File: config.mk
export PLATFORM = sky130hd
export DESIGN_NAME = accumulate_ctrl_16bit
export DESIGN_NICKNAME = d
export VERILOG_FILES = /design/src/rtl/accumulate_ctrl_16bit.sv
export SDC_FILE = /design/constraint.sdc
export NUM_CORES = 1
export LEC_CHECK = 0
export ABC_CLOCK_PERIOD_IN_PS = 2900
export BUFFER_PORTS_ARGS = -buffer_cell sky130_fd_sc_hd__buf_2
export CAP_MARGIN = 10
export CORE_ASPECT_RATIO = 0.7
export CORE_MARGIN = 4
export CORE_UTILIZATION = 48
export DETAILED_ROUTE_END_ITERATION = 12
export PLACE_DENSITY = 0.92
export SKIP_CTS_REPAIR_TIMING = 1
export SLEW_MARGIN = 10
export SYNTH_ARGS = -nofsm -noshare
export SYNTH_HDL_FRONTEND = slang
export SYNTH_SLANG_ARGS = --single-unit
File: constraint.sdc
create_clock -name clk -period 2.9 [get_ports clk]
set_input_delay 0.29 -clock clk [delete_from_list [all_inputs] [get_ports clk]]
set_output_delay 0.29 -clock clk [all_outputs]
set_load 0.005 [all_outputs]
File: src/rtl/accumulate_ctrl_16bit.sv
`default_nettype none
// ============================================================================
// Module      : accumulate_ctrl_16bit
// Description : Burst accumulation controller placed in front of a
//               combinational 16-bit adder. Accepts NUM_SAMPLES unsigned
//               samples over a valid/ready handshake, feeds the adder with
//               (running total, sample), captures sum/overflow, and presents
//               the final total (saturated or wrapped) with a one-cycle
//               result_valid pulse.
// Revision    : 1.0 - initial release
// ============================================================================
module accumulate_ctrl_16bit #(
    parameter int NUM_SAMPLES = 4,   // samples per burst, 1..255
    parameter int SAT_ENABLE  = 1    // 1: clamp on overflow, 0: wrap modulo 2^16
) (
    input  logic        clk,
    input  logic        rst,
    input  logic        start,
    input  logic        in_valid,
    input  logic [15:0] in_data,
    output logic        in_ready,
    output logic [15:0] add_a,
    output logic [15:0] add_b,
    output logic        add_cin,
    input  logic [15:0] add_sum,
    input  logic        add_ovf,
    output logic [15:0] result,
    output logic        result_valid,
    output logic        sat_flag,
    output logic        busy
);

    // Sample counter is just wide enough to hold NUM_SAMPLES itself.
    localparam int              c_CW   = $clog2(NUM_SAMPLES + 1);
    localparam logic [c_CW-1:0] c_LAST = c_CW'(NUM_SAMPLES - 1);
    localparam logic [c_CW-1:0] c_ONE  = c_CW'(1);
    localparam logic            c_SAT  = (SAT_ENABLE != 0);

    typedef enum logic [1:0] {
        S_IDLE  = 2'd0,
        S_ACCUM = 2'd1,
        S_DONE  = 2'd2
    } state_t;

    state_t            state_q,  state_d;
    logic [15:0]       acc_q,    acc_d;
    logic [c_CW-1:0]   count_q,  count_d;
    logic              sat_q,    sat_d;
    logic [15:0]       result_q, result_d;
    logic              rvalid_q, rvalid_d;

    logic              w_accept;
    logic [15:0]       w_acc_next;

    // The adder sees the live accumulator and the incoming sample; carry-in is never used.
    assign add_a   = acc_q;
    assign add_b   = in_data;
    assign add_cin = 1'b0;

    // Ready/busy are pure functions of the state so they drop the cycle after the last accept.
    assign in_ready = (state_q == S_ACCUM);
    assign busy     = (state_q != S_IDLE);
    assign w_accept = in_valid & in_ready;

    // On overflow the total either clamps to all-ones or keeps the adder's low 16 bits.
    assign w_acc_next = (add_ovf && c_SAT) ? 16'hFFFF : add_sum;

    assign result       = result_q;
    assign result_valid = rvalid_q;
    assign sat_flag     = sat_q;

    // Next-state logic: everything holds by default, result_valid is a single-cycle pulse.
    always_comb begin
        state_d  = state_q;
        acc_d    = acc_q;
        count_d  = count_q;
        sat_d    = sat_q;
        result_d = result_q;
        rvalid_d = 1'b0;
        case (state_q)
            S_IDLE: begin
                // in_valid is ignored here; only start moves the controller.
                if (start) begin
                    state_d = S_ACCUM;
                    acc_d   = 16'h0000;
                    count_d = '0;
                    sat_d   = 1'b0;
                end
            end
            S_ACCUM: begin
                // No timeout: without in_valid all state simply holds.
                if (w_accept) begin
                    acc_d   = w_acc_next;
                    sat_d   = sat_q | add_ovf;
                    count_d = count_q + c_ONE;
                    if (count_q == c_LAST) begin
                        state_d = S_DONE;
                    end
                end
            end
            S_DONE: begin
                // start is not looked at here; the earliest restart is the next IDLE cycle.
                result_d = acc_q;
                rvalid_d = 1'b1;
                state_d  = S_IDLE;
            end
            default: begin
                state_d = S_IDLE;
            end
        endcase
    end

    // State and datapath registers; reset aborts any burst and clears the published result.
    always_ff @(posedge clk or posedge rst) begin
        if (rst) begin
            state_q  <= S_IDLE;
            acc_q    <= 16'h0000;
            count_q  <= '0;
            sat_q    <= 1'b0;
            result_q <= 16'h0000;
            rvalid_q <= 1'b0;
        end else begin
            state_q  <= state_d;
            acc_q    <= acc_d;
            count_q  <= count_d;
            sat_q    <= sat_d;
            result_q <= result_d;
            rvalid_q <= rvalid_d;
        end
    end

endmodule
`default_nettype wire

==> reports/qor.yml <==
drtIter0Drc: 11
dr_total_vias: 1129
finalNonFillerCells: 220
min_period_ps: 1640
clock_sinks: 39
cts_tree: "built"
maxCapViolations: 0
crit_type: "reg2reg"
grt_antenna_before_repair: 0
synth-seq-cells: 39
synth.avg_cell_area_um2: 12.6
p_leak_nw: 1.01
place_congestion: 0.703
critPathSlowestCell: "nand2b_1"
hold_class: "in2async"
setup_viol: 0
reg2reg_from: "state_q[0]"
endpoint_kind: "flop"
use_met3_pct: 5.75
worstPathArrival_ps: 1800
core_um2: 3250
drc: 0
synth.largest_area_cell: "dfrtp_1"
fin_ws_ps: 1260
die_h_um: 57.6
grt_max_degree: 40
die_area_um2: 4540
power_density_nw_per_um2: 878
grt_util_met2_pct: 26.0
fin_tns_setup_ps: 0
dr.pass1.iters: 4
drive_gt1_share_pct: 46.2
start_kind: "flop"
clk_pin_slew_ps: 60
startpoint: "state_q[0]"
syn_area_um2: 1690
yosysWarnings: 0
ir_worst_vdd_mv: 0.419
synth_cell_types: 23
chipWidth_um: 78.9
status: "finished clean"
diodes: 0
dpl_worst_slack_ps: 1260
final_hold_viol_count: 0
worst_pin_slew_ps: 800
io_buffers: 56
ys_seq_area_share_pct: 57.8
cts_buffers: 5
layout.nets: 213
skew_ps: 4.15
fin_crit_sh_pct: 56.7
htreeDepth: 2
synthTopCellsByArea: "dfrtp_1 (58%), mux2_2 (11%), o2bb2ai_1 (8.8%), buf_4 (7.6%), nor2_1 (4.0%)"
synthesis.nets: 173
maxSlewHeadroom_pct: 46.7
rows: 17
drt-wirelength-per-cell_um: 15.7
critPathMaxStageDelay_ps: 660
top_level_ports: 90
via_per_inst: 5.13
critPathMaxFanout: 17
drv_slew: 0
busiest_layer: "met2"
clk_latency_ps: 270
finalPower_mw: 1.69
drt-total-wl_um: 3450
yosysMostFrequentCell: "dfrtp_1"
clock.fmax_ghz: 0.608
cts_max_path_buffers: 2
ys.flop_type: "dfrtp_1"
post-place-cells: 214
drtAntennaViolNets: 0
start_util_pct: 51.9
dpl.hpwl_um: 2470
grt-ovfl-total: 0
area_growth_pct: 14.0
rsz0062_at_grt: "false"
cp_cell_sequence: "nand2b_1, mux2_2"
worstPathRequired_ps: 3060
grt_usage_pct: 15.6
grt_pass1_vias: 1136
synthTopCellsByCount: "dfrtp_1 (39), nor2_1 (18), buf_4 (17), o2bb2ai_1 (17), mux2_2 (16)"
syn_inst: 134
grt_util_met1_pct: 18.7
synth_edf_count: 0
synth_top_area_share_pct: 57.8
grt_pass1_wl_um: 5440
synthArstFlopShare_pct: 100
clockRootBuffer: "clkbuf_8"
[final timing paths]
path,end,cells past startpoint,slack (ps)
setup reg to reg,result[8],2,1260
min in group clk,sat_flag,2,230
hold reg to reg,count_q[2],1,490
setup / recovery,result[8],2,1260
hold / removal,sat_flag,3,110
max in group asynchronous,result[3],3,2440
[worst max-delay path: cells and delay by family (launching register included)]
family / cells / cell delay (ps)
and+or+nand+nor: 1 / 660
DFF: 1 / 440
muxes: 1 / 420
[power breakdown]
part           total, mW  switching, mW  internal, mW
sequential         0.861          0.134         0.727
clock              0.316          0.156         0.160
combinational      0.513          0.243         0.270
total               1.69          0.533          1.16
[sequential cells by signal (all words and copies together), names as in the netlist]
signal	flops
result	16
result_valid	1
sat_flag	1
state_q	2
count_q	3
add_a	16
[area by class of cell]
cell class                      instances  area (um^2)
Inverter                                4         15.0
Multi-Input combinational cell         67          514
Fill cell                             284         1330
Tap cell                               47         58.8
Clock buffer                            6         72.6
Sequential cell                        39          976
Timing Repair Buffer                   57          288
[per-stage QoR]
step	utilization, %	hold WS, ps	instance area, um^2
floorplan	-	376	1690
CTS	59.1	131	1920
global placement	56.9	421	1850
global route	59.1	153	1920
detailed placement	56.9	426	1850
finish	59.1	114	1920
[cell families after synthesis]
family	Yosys count	share of synthesized area (%)
flops	39	57.8
buf+inv	28	11.7
simple gates	24	6.45
compound gates	23	11.0
mux	17	11.3
fa+ha+maj	2	1.48
other cells	1	0.222
[routing by layer]
layer | vias to the layer above | routed length [um] | share of wire (%)
met5 | - | 0 | 0
met4 | 0 | 44 | 1.3
met3 | 11 | 296 | 8.6
met2 | 50 | 1620 | 47
met1 | 552 | 1490 | 43
li1 | 516 | - | -
[cell usage in the layout (no fill, tap or decap), drive strengths merged]
| master | n |
|---|---|
| buf | 57 |
| dfrtp | 39 |
| nor2 | 18 |
| o2bb2ai | 17 |
| mux2 | 16 |
| clkbuf | 6 |
| inv | 4 |
| a21oi | 2 |
| o21ai | 2 |
| ha | 2 |
| mux2i | 1 |
| or2 | 1 |
| and2b | 1 |
| nand2 | 1 |
| nand2b | 1 |
| and3b | 1 |
| and2 | 1 |
| a311oi | 1 |
| a22o | 1 |
| conb | 1 |
(Power assumes the default switching activity.)
